[config.mk]
export PLATFORM = sky130hd
export DESIGN_NAME = logic_serial_32_bit
export DESIGN_NICKNAME = d
export VERILOG_FILES = /design/src/rtl/logic_serial_32_bit.sv
export SDC_FILE = /design/constraint.sdc
export NUM_CORES = 1
export LEC_CHECK = 0
export CORE_UTILIZATION = 46
export CTS_CLUSTER_DIAMETER = 40
export DETAILED_ROUTE_END_ITERATION = 8
export GPL_TIMING_DRIVEN = 0
export PLACE_DENSITY_LB_ADDON = 0.12
export SLEW_MARGIN = 20
export SYNTH_ARGS = -nofsm -noshare
export SYNTH_HDL_FRONTEND = slang
export SYNTH_SLANG_ARGS = --single-unit
[constraint.sdc]
create_clock -name CLK -period 5.05 [get_ports CLK]
set_input_delay 1.01 -clock CLK [delete_from_list [all_inputs] [get_ports CLK]]
set_output_delay 1.01 -clock CLK [all_outputs]
set_load 0.05 [all_outputs]
[src/rtl/logic_serial_32_bit.sv]
// Multi-cycle bitwise logic unit: AND/OR/NOR/INV over DATA_WIDTH bits, SLICE bits per
// cycle, LSB slice first, with a START/BUSY/DONE handshake and a held result register.
module logic_serial_32_bit #(
  parameter  int DATA_WIDTH = 32,
  parameter  int SLICE      = 4,
  localparam int NSLICE     = DATA_WIDTH / SLICE
) (
  input  logic                  CLK,
  input  logic                  RST,
  input  logic                  START,
  input  logic [1:0]            OPRN,
  input  logic [DATA_WIDTH-1:0] OP1,
  input  logic [DATA_WIDTH-1:0] OP2,
  output logic [DATA_WIDTH-1:0] R,
  output logic                  BUSY,
  output logic                  DONE
);

  localparam int CW = (NSLICE > 1) ? $clog2(NSLICE) : 1;

  typedef enum logic [1:0] {S_IDLE, S_RUN, S_DONE} state_t;

  state_t                state_q;
  logic [CW-1:0]         cnt_q;
  logic [1:0]            oprn_q;
  logic [DATA_WIDTH-1:0] op1_q, op2_q, shadow_q, r_q;
  logic                  busy_q, done_q;

  logic [SLICE-1:0]      a_sl, b_sl, res_sl;
  logic [DATA_WIDTH-1:0] shadow_d;
  logic                  last_sl;

  always_comb begin
    a_sl    = op1_q[cnt_q*SLICE +: SLICE];
    b_sl    = op2_q[cnt_q*SLICE +: SLICE];
    case (oprn_q)
      2'b00:   res_sl = a_sl & b_sl;
      2'b01:   res_sl = a_sl | b_sl;
      2'b10:   res_sl = ~(a_sl | b_sl);
      default: res_sl = ~a_sl;
    endcase
    shadow_d                         = shadow_q;
    shadow_d[cnt_q*SLICE +: SLICE]   = res_sl;
    last_sl = (cnt_q == CW'(NSLICE - 1));
  end

  always_ff @(posedge CLK or negedge RST) begin
    if (!RST) begin
      state_q  <= S_IDLE;
      cnt_q    <= '0;
      oprn_q   <= '0;
      op1_q    <= '0;
      op2_q    <= '0;
      shadow_q <= '0;
      r_q      <= '0;
      busy_q   <= 1'b0;
      done_q   <= 1'b0;
    end else begin
      case (state_q)
        S_IDLE, S_DONE: begin
          done_q <= 1'b0;
          if (START) begin
            op1_q   <= OP1;
            op2_q   <= OP2;
            oprn_q  <= OPRN;
            cnt_q   <= '0;
            busy_q  <= 1'b1;
            state_q <= S_RUN;
          end else begin
            state_q <= S_IDLE;
          end
        end
        S_RUN: begin
          // Final slice goes straight into R so R updates on the DONE-entry edge
          shadow_q <= shadow_d;
          cnt_q    <= cnt_q + 1'b1;
          if (last_sl) begin
            r_q     <= shadow_d;
            busy_q  <= 1'b0;
            done_q  <= 1'b1;
            state_q <= S_DONE;
          end
        end
        default: begin
          busy_q  <= 1'b0;
          done_q  <= 1'b0;
          state_q <= S_IDLE;
        end
      endcase
    end
  end

  assign R    = r_q;
  assign BUSY = busy_q;
  assign DONE = done_q;

endmodule
# After elaboration in Yosys (flattened, before gate mapping)
# Cells that the tools add are included.
# totals
reg_bits	137
elab_cells	46
# classes
n_addsub	2
eq_ne	7
shifts	4
mux	12
bitwise	4
reduce_logical	8
# ops
op	n
variable part select 32 x 6 -> 4 bit	2
negation 5 -> 34 bit	1
variable shift 4 x 34 -> 32 bit (first input constant)	1
variable part select 4 x 34 -> 32 bit	1
bitwise mux 32 bit	1
one-hot mux 4 bit (3 select lines)	1
NOT 4 bit	2
AND reduction 2 bit	4
one-hot mux 3 bit (2 select lines)	1
two-way mux 1 bit	5
bitwise AND 4 bit	1
equality test 2 x 1 -> 1 bit (second input constant)	2
equality test 2 bit (second input constant)	2
logical NOT 2 bit	2
inequality test 2 bit (second input constant)	2
bitwise OR 4 bit	1
one-hot mux 2 bit (2 select lines)	1
adder 3 x 1 -> 3 bit (second input constant)	1
equality test 3 bit (second input constant)	1
two-way mux 3 bit	1
two-way mux 2 bit	1
one-hot mux 1 bit (2 select lines)	1
nonzero test 2 bit	1
OR reduction 2 bit	1

# Logic depth before layout (Yosys ltp)
# depth
ltp_word	6
ltp_mapped	9

# Worst setup path before layout
# OpenSTA, ideal clock, no wires.
# synth_timing
path_type	in2reg
start	input port START
end	register op2_q[18]
setup_time_ns	0.125
t_arrival_ns	2.324
required_ns	4.925
path_slack_ns	2.601
path_stages	5
cell_sequence	nor2b_1 > clkbuf_1 > buf_1 > buf_1 > mux2_2
# synth_between
elab_chain_cells	1
# synth_lines
element	line_no	rtl
from (decl)	10	input logic START,
AND reduction 2 bit (no source line)	n/a	
to (signal assigned)	53	op2_q <= '0;
to (signal assigned)	64	op2_q <= OP2;
to (decl)	26	logic [DATA_WIDTH-1:0] op1_q, op2_q, shadow_q, r_q;
# Every way passes these cells.
# A chain may end at the register's enable or synchronous reset.

# Final worst setup path
# layout_timing
start	register cnt_q[1]
end	register r_q[18] (netlist: R[18])
# layout_between
elab_chain_cells	6
elab_cells_between_ends	13
cone_classes	add/sub (1); eq/ne (1); shift (4); mux (2); bitwise (4); reduce/logical (1)
# layout_lines
element	line_no	rtl
from (decl)	24	logic [CW-1:0] cnt_q;
from (signal assigned)	76	cnt_q <= cnt_q + 1'b1;
variable part select 32 x 6 -> 4 bit, on equally long branches	34, 35	
bitwise OR 4 bit	38, 39	
NOT 4 bit	39	2'b10: res_sl = ~(a_sl | b_sl);
one-hot mux 4 bit (3 select lines)	36	case (oprn_q)
variable part select 4 x 34 -> 32 bit	43	shadow_d[cnt_q*SLICE +: SLICE] = res_sl;
bitwise mux 32 bit	43	
to (signal assigned)	78	r_q <= shadow_d;
to (decl)	26	
# Parallel ways exist; a longest one is shown, timed or not.

==> flow_summary.toml <==
[global_route]
overflow = 0
grt_pass1_vias = 4925
grt_pass1_wl_um = 25500
gr-usage-all-layers = 0.235
antenna_found_initial = 0
grt_max_degree = 87

[finish]
final_area_um2 = 8320
area_growth_pct = 28.9
layout_common_cells = "136 x dfrtp_1, 101 x clkdlybuf4s50_1, 65 x mux2_2"
fin_nets = 728
diodes = 0
fin_cells = 841
final_common_cell = "dfrtp_1"
drive_above_1_share = 0.227

[floorplanning]
core_um2 = 13500
dieArea_um2 = 14500
rows = 42
die_w_um = 120
initial_core_util = 0.480
fp.dieH_um = 120
io_pins = 103

[routing]
totalWireLength_um = 15600
drcViolationCount = 0
postRouteAntennaNets = 0
dr.pass1.iters = 4
drtIter0Drc = 267
viasPerCell = 5.57
routedWlPerCell_um = 18.6
vias = 4688

[power]
power_switching_share = 0.421
p_per_area_nw_per_um2 = 795
p_leak_nw = 3.38
seq_power_share = 0.288
power.internal_mw = 3.83
total_power_mw = 6.61
power_frac_comb = 0.524
pwr-share-clk = 0.189
switching_power_mw = 2.78
vdd_drop_max_mv = 0.296

[sta]
min_period_ns = 3.37
rsz0062_at_grt = "no"
slew_violations = 0
fmax_mhz = 296
finalCritPeriodShare = 0.668
tightest_slew_ns = 0.785
holdWs_ns = 0.483
fin_skew_ns = 0.00646
setup_tns_ns = 0
hold_viol_final = 0
setup_violations = 0
relSlewSlack = 0.472

[logic_synthesis]
ys_seq_area_frac = 0.527
synth-edff-count = 0
ys_ff_latch = 136
syn_nets = 606
netlist_instances = 530
syn_avg_cell_area_um2 = 12.2
syn_area_um2 = 6450
ys_types = 47
ys_async_sr_fraction = 1.00
synth_top_flop_cell = "dfrtp_1"
yosysWarnings = 0

[clocking]
cts_hold_buf = 0
cts.sinks = 136
cts_max_path_buffers = 2
cts_max_level = 4
cts.clk_slew.worst_paths_ns = 0.06
cts_tree = "yes"
cts-resized-gates = 0
post-cts-setup-buffer-count = 0
cts_made_buffers = 17
cts-root-buf = "clkbuf_16"
clkLatencyLatePin_ns = 0.42

[run_status]
status = "completed"

[setup_path]
cpPeakStageDelay_ns = 0.68
crit_buf_inv = 2
endpoint_kind = "flop"
path_cells = "clkbuf_1 -> inv_1 -> ha_1 -> ha_1 -> nor4b_1 -> a21boi_0 -> or3_1 -> o21ai_0 -> a31oi_1"
startpoint_type = "flop"
cp_slowest_cell = "a21boi_0"
path_delay_family = "compound AO/OA/AOI/OAI gates"
crit_type = "flop to flop"
cp_common_cell = "ha_1"
cp.required_ns = 5.38
cp_max_fo = 10
arrival_ns = 3.70

[hold_path]
hold_path_class = "flop to flop"

[placement]
dpl.hpwl_um = 11300
dp.cells = 809
dpl_cell_area_um2 = 7730
place_congestion = 0.835
port_buffers = 102

[flow_run]
cap_viol_max_count = 0
==> through the flow <==
| step | setup slack [ns] | utilization |
|---|---|---|
| global route | 1.51 | 0.618 |
| floorplan | 2.60 | - |
| CTS | 1.72 | 0.618 |
| finish | 1.68 | 0.618 |
| detailed placement | 1.49 | 0.574 |
| global placement | -2.31 | 0.572 |
==> worst register-to-register path: cells and delay by family (launching register included) <==
| kind | cells | cell delay (ns) |
|---|---|---|
| AOI/OAI and AO/OA | 3 | 1.04 |
| buffers and inverters | 2 | 0.67 |
| adders and majority gates | 2 | 0.64 |
| and+or+nand+nor | 2 | 0.50 |
| DFF | 1 | 0.41 |
==> power groups by stage <==
stage / clock, mW / sequential (mW) / combinational (mW)
after detailed placement: 0 / 1.92 / 3.44
after global placement: 0 / 1.89 / 3.39
final: 1.25 / 1.90 / 3.46
after global routing: 1.32 / 1.97 / 3.69
after CTS: 1.26 / 1.90 / 3.46
after floorplan: 0 / 2.27 / 2.11
==> cells in the mapped netlist, drive strengths merged, types with 9 or more instances <==
cell type,instances,area (um^2)
buf,15,100
nand3,10,50.1
clkbuf,14,53.8
o22ai,16,181
nor2,39,146
mux2,65,732
o21ai,46,230
dfrtp,136,3400
nand2,44,165
or3,9,56.3
a21oi,38,194
mux4,16,364
==> path summary, 6_finish.rpt <==
path                               from           end  slack (ns)  depth (start not counted)
setup reg to reg               cnt_q[1]         R[18]        1.68                          9
hold reg to reg            shadow_q[10]  shadow_q[10]        0.48                          2
hold / removal             shadow_q[10]  shadow_q[10]        0.48                          2
min in group asynchronous           RST         R[21]        0.49                          1
setup / recovery               cnt_q[1]         R[18]        1.68                          9
max in group asynchronous           RST     op1_q[20]        3.82                          2
==> registers in the layout, indices dropped and copies added, names as in the netlist <==
name      count
BUSY          1
R            32
cnt_q         3
op1_q        32
op2_q        32
oprn_q        2
shadow_q     32
state_q       2
==> routing by layer <==
metal,global-route usage,share of wire,vias to the layer above
met2,0.392,0.50,147
met4,0.0910,0.021,0
met3,0.0642,0.060,27
li1,-,-,2177
met1,0.290,0.42,2337
met5,0,0,-
==> cells by family after synthesis <==
family	synth area share
xor+xnor	0.00543
flops	0.527
simple gates	0.0971
fa+ha+maj	0.0136
compound gates	0.132
mux	0.198
buf+inv	0.0267
==> final cells by class <==
class                      count  area [um^2]
fill                        1137         5130
sequential                   136         3400
multi-input combinational    360         2880
timing repair buffer         103         1050
clock buffer                  23          468
tap                          176          220
buffer                        29          154
clock inverter                 9          123
inverter                       5         18.8
Note: power is estimated with default switching activity, not from simulation.
